`src/rtl/uart_word_sequencer.sv`:
```
// Sequences one 16-bit word through the UART byte datapath: MS byte then LS byte out, matching bytes back in.
// Optional per-byte timeout enabled by defining SEQ_TIMEOUT_EN.
module uart_word_sequencer #(
  parameter int unsigned TIMEOUT_CYCLES = 2_000_000
) (
  input  logic        clk,
  input  logic        reset,
  input  logic        start,
  input  logic [15:0] word,
  output logic [7:0]  tx_data,
  output logic        tx_wr,
  output logic        tx_en,
  input  logic        tx_busy,
  output logic        rx_en,
  input  logic [7:0]  rx_data,
  input  logic        rx_valid,
  input  logic        rx_ferror,
  input  logic        rx_perror,
  output logic        ready,
  output logic        done,
  output logic [15:0] rx_word,
  output logic        error
);

  typedef enum logic [2:0] {
    IDLE, LOAD, WAIT_BUSY, WAIT_TXDONE, WAIT_RX, FINISH
  } state_t;

  state_t      state_q, state_d;
  logic        sel_q, sel_d;
  logic [15:0] word_q, word_d;
  logic [7:0]  ms_hold_q, ms_hold_d;
  logic [15:0] rx_word_q, rx_word_d;
  logic        error_q, error_d;
  logic [7:0]  tx_data_q, tx_data_d;
  logic        tx_wr_q, tx_wr_d;
  logic        tx_en_q, tx_en_d;
  logic        rx_en_q, rx_en_d;
  logic        ready_q, ready_d;
  logic        done_q, done_d;

  logic        rx_event;
  logic        capture;
  logic [7:0]  got_byte;
  logic        got_err;

`ifdef SEQ_TIMEOUT_EN
  localparam logic [20:0] CNT_LAST = 21'(TIMEOUT_CYCLES - 1);
  logic [20:0] cnt_q, cnt_d;
  logic        in_wait;
`endif

  always_comb begin
    // NOTE: every _d takes its _q value first, so no branch below can leave one unassigned and infer a latch.
    state_d   = state_q;
    sel_d     = sel_q;
    word_d    = word_q;
    ms_hold_d = ms_hold_q;
    rx_word_d = rx_word_q;
    error_d   = error_q;
    tx_data_d = tx_data_q;
    rx_event  = rx_valid | rx_ferror | rx_perror;
    capture   = 1'b0;
    got_byte  = rx_data;
    got_err   = rx_ferror | rx_perror;

    case (state_q)
      IDLE: begin
        if (start) begin
          word_d  = word;
          sel_d   = 1'b0;
          error_d = 1'b0;
          state_d = LOAD;
        end
      end
      LOAD:      state_d = WAIT_BUSY;
      WAIT_BUSY: if (tx_busy) state_d = WAIT_TXDONE;
      WAIT_TXDONE: begin
        // A fast loopback can return the byte before we see busy drop; take it here.
        if (rx_event)      capture = 1'b1;
        else if (!tx_busy) state_d = WAIT_RX;
      end
      WAIT_RX:   capture = rx_event;
      FINISH:    state_d = IDLE;
      default:   state_d = IDLE;
    endcase

`ifdef SEQ_TIMEOUT_EN
    in_wait = (state_q == WAIT_BUSY) || (state_q == WAIT_TXDONE) || (state_q == WAIT_RX);
    cnt_d   = cnt_q;
    if (state_q == LOAD) cnt_d = '0;
    else if (in_wait)    cnt_d = cnt_q + 21'd1;
    // A lost byte is filled with 8'hBB and the sequence carries on as if it arrived.
    if (in_wait && (cnt_q == CNT_LAST) && !capture) begin
      capture  = 1'b1;
      got_byte = 8'hBB;
      got_err  = 1'b1;
    end
`endif

    if (capture) begin
      error_d = error_q | got_err;
      if (!sel_q) begin
        ms_hold_d = got_byte;
        sel_d     = 1'b1;
        state_d   = LOAD;
      end else begin
        rx_word_d = {ms_hold_q, got_byte};
        state_d   = FINISH;
      end
    end

    // Outputs are registered, so they are decoded from the state being entered.
    tx_wr_d = (state_d == LOAD);
    tx_en_d = (state_d == LOAD) || (state_d == WAIT_BUSY) || (state_d == WAIT_TXDONE);
    rx_en_d = tx_en_d || (state_d == WAIT_RX);
    ready_d = (state_d == IDLE);
    done_d  = (state_d == FINISH);
    if (state_d == LOAD) tx_data_d = sel_d ? word_d[7:0] : word_d[15:8];
  end

  // NOTE: sequential state uses non-blocking assignments only, so every flop samples pre-edge values.
  always_ff @(posedge clk) begin
    if (reset) begin
      state_q   <= IDLE;
      sel_q     <= 1'b0;
      word_q    <= '0;
      ms_hold_q <= '0;
      rx_word_q <= '0;
      error_q   <= 1'b0;
      tx_data_q <= '0;
      tx_wr_q   <= 1'b0;
      tx_en_q   <= 1'b0;
      rx_en_q   <= 1'b0;
      ready_q   <= 1'b1;
      done_q    <= 1'b0;
`ifdef SEQ_TIMEOUT_EN
      cnt_q     <= '0;
`endif
    end else begin
      state_q   <= state_d;
      sel_q     <= sel_d;
      word_q    <= word_d;
      ms_hold_q <= ms_hold_d;
      rx_word_q <= rx_word_d;
      error_q   <= error_d;
      tx_data_q <= tx_data_d;
      tx_wr_q   <= tx_wr_d;
      tx_en_q   <= tx_en_d;
      rx_en_q   <= rx_en_d;
      ready_q   <= ready_d;
      done_q    <= done_d;
`ifdef SEQ_TIMEOUT_EN
      cnt_q     <= cnt_d;
`endif
    end
  end

  assign tx_data = tx_data_q;
  assign tx_wr   = tx_wr_q;
  assign tx_en   = tx_en_q;
  assign rx_en   = rx_en_q;
  assign ready   = ready_q;
  assign done    = done_q;
  assign rx_word = rx_word_q;
  assign error   = error_q;

endmodule

```
`config.mk`:
```
export PLATFORM = sky130hd
export DESIGN_NAME = uart_word_sequencer
export DESIGN_NICKNAME = d
export VERILOG_FILES = /design/src/rtl/uart_word_sequencer.sv
export SDC_FILE = /design/constraint.sdc
export NUM_CORES = 1
export LEC_CHECK = 0
export BUFFER_PORTS_ARGS = -buffer_cell sky130_fd_sc_hd__buf_2
export CAP_MARGIN = 0
export CORE_MARGIN = 2
export CORE_UTILIZATION = 56
export DETAILED_ROUTE_END_ITERATION = 8
export HOLD_SLACK_MARGIN = 0.02
export PLACE_DENSITY = 0.84
export SLEW_MARGIN = 20
export SYNTH_ARGS = -nofsm -noshare
export SYNTH_HDL_FRONTEND = slang
export SYNTH_SLANG_ARGS = --single-unit
```
`constraint.sdc`:
```
create_clock -name clk -period 3.3 [get_ports clk]
set_input_delay 0.66 -clock clk [delete_from_list [all_inputs] [get_ports clk]]
set_output_delay 0.66 -clock clk [all_outputs]
set_load 0.02 [all_outputs]
```
## After elaboration in Yosys (flattened, before gate mapping)

Cells that the tools add are included.

| storage, ports and cells | value |
|---|---|
| register bits after elaboration | 58 |
| bits of input ports | 31 |
| output and inout bits | 30 |
| word-level logic and storage cells | 55 |

| cells by class | value |
|---|---|
| equal/unequal tests | 9 |
| muxes and demuxes | 19 |
| bitwise gates (word level) | 5 |
| reductions and logical operators | 10 |

Operators by type and width:

| operator | number |
|---|---|
| $mux 16 | 2 |
| $mux 3 | 6 |
| $pmux 3 s5 | 1 |
| $eq 3x2->1 const B | 4 |
| $eq 3x3->1 const B | 3 |
| $mux 1 | 8 |
| $mux 8 | 1 |
| $eq 3x1->1 const B | 2 |
| $logic_not 3->1 | 2 |
| $reduce_and 2->1 | 3 |
| $or 1x1->1 | 4 |
| $reduce_bool 2->1 | 2 |
| $logic_or 1x1->1 | 3 |
| $pmux 1 s2 | 1 |
| $not 1->1 | 1 |

## Logic depth before layout (Yosys ltp)

| depth | value |
|---|---|
| depth in word-level cells | 9 |
| mapped depth | 6 |
| gate-level depth less buffers | 4 |

## Least setup slack after synthesis

Ideal clock, no wire load.

| path | value |
|---|---|
| kind | input -> register |
| from | in rx_valid |
| to | reg rx_word_q[10], in the netlist rx_word[10] |
| library setup time | 70 ps |
| arrival time | 1868 ps |
| data required time | 3230 ps |
| path slack | 1362 ps |
| cell stages on the path | 6 |
| buffers on the path | 2 |
| cells stage by stage | or3_1 > clkbuf_1 > o211ai_1 > clkbuf_1 > nand2_1 > a21oi_1 |

| between the ends | value |
|---|---|
| longest elaborated chain between the ends | 5 |

RTL lines:

| what | RTL line | source |
|---|---|---|
| from (decl) | 16 | `input logic rx_valid,` |
| $or 1x1->1 * (2 in series) | 62 | `rx_event = rx_valid \| rx_ferror \| rx_perror;` |
| $mux 1 | 80 | `if (rx_event) capture = 1'b1;` |
| $pmux 1 s2 * | 67 | `case (state_q)` |
| $reduce_and 2->1 (no line) * | - |  |
| to (signal assigned) | 145 | `rx_word_q <= rx_word_d;` |
| to (decl) | 33 | `logic [15:0] rx_word_q, rx_word_d;` |

Every way passes the cells marked *; elsewhere a longest branch is shown, timed or not.
A chain may end at the register's enable or synchronous reset.

## Final worst setup path

| path | value |
|---|---|
| from | reg state_q[2] |
| to | reg tx_data_q[3], in the netlist tx_data[3] |

| between the ends | value |
|---|---|
| longest elaborated chain between the ends | 5 |
| elaborated cells between the ends (all ways) | 18 |
| those cells by class | eq/ne: 5; mux: 12; reduce/logical: 1 |

RTL lines:

| what | RTL line | source |
|---|---|---|
| from (decl) | 29 | `state_t state_q, state_d;` |
| from (signal assigned) | 141 | `state_q <= state_d;` |
| $mux 3 / $logic_not 3->1 (equally long branches) | 81, 67 |  |
| $mux 3 / $mux 1 (equally long branches) | 80, 67 |  |
| $pmux 3 s5 / $mux 1 (equally long branches) | 67, 103 |  |
| $mux 3 / $mux 1 (equally long branches) | 101 | `if (capture) begin` |
| $eq 3x1->1 / $mux 8 (equally long branches) | 119 | `if (state_d == LOAD) tx_data_d = sel_d ? word_d[7:0] : word_d[15:8];` |
| to (signal assigned) | 147 | `tx_data_q <= tx_data_d;` |
| to (decl) | 35 | `logic [7:0] tx_data_q, tx_data_d;` |

Several ways; a longest one is shown, not always the timed one.

==> flow_summary_export.csv <==
group,metric,value,unit
run_status,outcome,"complete, no violations",
grt,antenna_violations_before_repair,0,
setup_path,required_time_of_the_critical_path,3560,ps
die,top_level_ports,61,
final_layout,post-route-cell-area,2830,um2
clock_tree,ctsHoldBuffers,0,
power_and_ir_drop,p_leak,1.11,nW
timing,slew_headroom,0.323,
synth,fraction_of_the_mapped_netlist_area_in_compound_gates,0.224,
setup_path,critical_path_class,"reg -> reg",
timing,setup_viol,0,
synth,yosys.area_share.xor_xnor,0,
detailed_routing,wirelength,5.45,mm
clock_tree,clk_path_buf_depth,2,
synth,ys_seq_area_frac,0.488,
grt,first_pass_grt_wire_length,8.51,mm
synth,synth_nets,318,
detailed_routing,detailroute.wirelength.met3,364,um
synth,synth.yosys.warnings,0,
die,placementRows,23,
synth,synthCells,287,
final_layout,ff_latch_area,1140,um2
final_layout,area_delta_synth_final,21.1,%
timing,timing.final.crit_share,0.662,
die,design.die.area,4710,um2
detailed_routing,met2RoutedLength,2.57,mm
synth,synth-simple-area-share,0.231,
final_layout,fin_nets,369,
clock_tree,cts-resized-gates,0,
clock_tree,h-tree-depth,3,
final_layout,diodes,0,
timing,worstMarginPinSlew,1020,ps
synth,ys_seq_elements,57,
detailed_routing,highest_metal_layer_used_by_the_detailed_router,"met4",
synth,synth_async_sr_flop_share,0,
setup_path,worst-endpoint-arrival,2450,ps
setup_path,critPathCaptureType,"register",
grt,grtUsageTotal,0.248,
timing,fin_skew,5.54,ps
synth,main_combinational_cell_family_by_area_after_synthesis,"simple AND/OR/NAND/NOR gates",
clock_tree,cts.reportedPaths.clkPinSlew,60,ps
timing,fin_crit,2190,ps
clock_tree,clock_tree.root_cell,"sky130_fd_sc_hd__clkbuf_8",
placement,buffer_ports.inserted,60,
synth,mappedNetlistArea,2340,um2
final_layout,drive_gt1_frac,0.267,
timing,timing_hold_violations_final,0,
clock_tree,clk-insertion-delay-late,340,ps
grt,grt_pass1_vias,1907,
job,max_cap_viol_count,0,
grt,pin_count_of_the_biggest_net_entering_global_routing,59,
final_layout,filler_cell_count,347,
clock_tree,cts_tree,"yes",
die,die_w,68.6,um
die,initial_utilization,0.584,
setup_path,start_kind,"register",
timing,max_freq,458,MHz
detailed_routing,ant_nets,0,
detailed_routing,drt_first_pass_iters,5,
clock_tree,cts_buf_count,9,
detailed_routing,drtIter0Drc,191,
detailed_routing,avgRoutedWirePerCell,13.9,um
synth,postSynth.topFlopCell,"sky130_fd_sc_hd__dfxtp_1",
hold_path,timing.hold.worst.class,"reg -> reg",
power_and_ir_drop,powerDensity,554,nW/um2
detailed_routing,met1Wirelength,2.40,mm
die,die_y,68.6,um
synth,post_synth_mux_area_share,0.00482,
synth,synthAdderAreaFrac,0,
timing,maxSlewViolCount,0,
placement,place_area,2630,um2
detailed_routing,vias,2220,
synth,syn-mean-instance-area,8.14,um2
timing,setup_tns,0,ps
timing,rsz0062_at_grt,"false",
grt,gr-total-overflow,0,
synth,synth_edf_count,0,
clock_tree,tritoncts_num_sinks,57,
die,floorplan.core_area,4000,um2
clock_tree,postCtsSetupRepairBufs,0,
placement,gp_congestion,0.821,
setup_path,cp_max_fo,13,
power_and_ir_drop,ir_worst_vdd,0.000265,V
synth,post_synth_num_cell_types,36,
detailed_routing,drc,0,
final_layout,multiInputGateArea,1090,um2
placement,detailed_place_hpwl,3.56,mm
detailed_routing,detail_route.vias_per_cell,5.68,
## worst max-delay path: stages, from the launching register on
cell	delay (ps)
sky130_fd_sc_hd__dfxtp_1	590
sky130_fd_sc_hd__or3b_4	470
sky130_fd_sc_hd__a21oi_2	480
sky130_fd_sc_hd__buf_4	300
sky130_fd_sc_hd__o21ai_0	110
sky130_fd_sc_hd__a31oi_1	160
## cells by family after synthesis
kind of cell	after synthesis
simple gates	115
compound gates	88
flops	57
buf+inv	26
mux	1
## placed cells by master, fill, tap and decap left out, types with 2 or more instances in the layout
cell type	n
sky130_fd_sc_hd__a31o_2	5
sky130_fd_sc_hd__clkbuf_8	12
sky130_fd_sc_hd__nor2_1	3
sky130_fd_sc_hd__buf_2	60
sky130_fd_sc_hd__inv_1	2
sky130_fd_sc_hd__buf_4	4
sky130_fd_sc_hd__nand3b_1	8
sky130_fd_sc_hd__a31oi_1	9
sky130_fd_sc_hd__a31o_1	2
sky130_fd_sc_hd__nand3_1	18
sky130_fd_sc_hd__a21oi_1	51
sky130_fd_sc_hd__dfxtp_1	57
sky130_fd_sc_hd__nor3b_1	2
sky130_fd_sc_hd__o21ai_0	8
sky130_fd_sc_hd__nand2_1	75
sky130_fd_sc_hd__o211ai_1	2
## cells in the mapped netlist, types with 2 or more instances
| cell type | n | share of area |
|---|---|---|
| sky130_fd_sc_hd__o21ai_0 | 8 | 0.017 |
| sky130_fd_sc_hd__nand3b_1 | 8 | 0.026 |
| sky130_fd_sc_hd__buf_6 | 2 | 0.0096 |
| sky130_fd_sc_hd__nand2_1 | 75 | 0.12 |
| sky130_fd_sc_hd__nor2_1 | 3 | 0.0048 |
| sky130_fd_sc_hd__inv_1 | 2 | 0.0032 |
| sky130_fd_sc_hd__a31o_1 | 2 | 0.0075 |
| sky130_fd_sc_hd__o211ai_1 | 2 | 0.0064 |
| sky130_fd_sc_hd__nor3b_1 | 2 | 0.0064 |
| sky130_fd_sc_hd__a31oi_1 | 9 | 0.024 |
| sky130_fd_sc_hd__a31o_2 | 5 | 0.019 |
| sky130_fd_sc_hd__buf_2 | 8 | 0.017 |
| sky130_fd_sc_hd__clkbuf_1 | 14 | 0.022 |
| sky130_fd_sc_hd__a21oi_1 | 52 | 0.11 |
| sky130_fd_sc_hd__nand3_1 | 18 | 0.039 |
| sky130_fd_sc_hd__dfxtp_1 | 57 | 0.49 |
## registers in the layout, indices dropped and copies added, names as in the netlist, 3 cells and up
name,cells
rx_word,16
word_q,15
ms_hold_q,8
tx_data,8
state_q,3
## routing by layer
layer  GRT usage  vias to the layer above
li1            -                     1103
met1       0.298                     1023
met2       0.401                       84
met3      0.0909                       10
met4      0.0975                        0
met5           0                        -
## final timing paths
check | start | endpoint | slack, ps | cells past startpoint
setup / recovery | state_q[2] | tx_data[3] | 1110 | 5
hold / removal | rx_word[8] | rx_word[8] | 450 | 2
setup reg to reg | state_q[2] | tx_data[3] | 1110 | 5
hold reg to reg | rx_word[8] | rx_word[8] | 450 | 2
## cell type report
type | count | area share
clock inverters | 2 | 0.0133
well taps | 50 | 0.0221
multi-input cells | 204 | 0.384
repair buffers | 64 | 0.117
flip-flops and latches | 57 | 0.403
clock buffers | 12 | 0.0584
inverters | 2 | 0.00265
## stage by stage
step                utilization  std cells  setup slack, ps  hold WS [ps]  power (mW)
floorplan                     -        287             1360           433       0.868
global placement          0.655        376             1110           439       0.916
detailed placement        0.657        377             1130           445       0.920
CTS                       0.708        391             1130           454        1.58
global route              0.708        391              996           466        1.63
finish                    0.708        391             1110           452        1.57
## report_power, final
part | total (mW) | internal (mW) | switching, mW | leakage, nW
Combinational | 0.167 | 0.0640 | 0.103 | 0.543
Sequential | 0.740 | 0.718 | 0.0216 | 0.464
Clock | 0.662 | 0.402 | 0.260 | 0.101
Total | 1.57 | 1.18 | 0.385 | 1.11
Power figures use the tool's default switching activity.
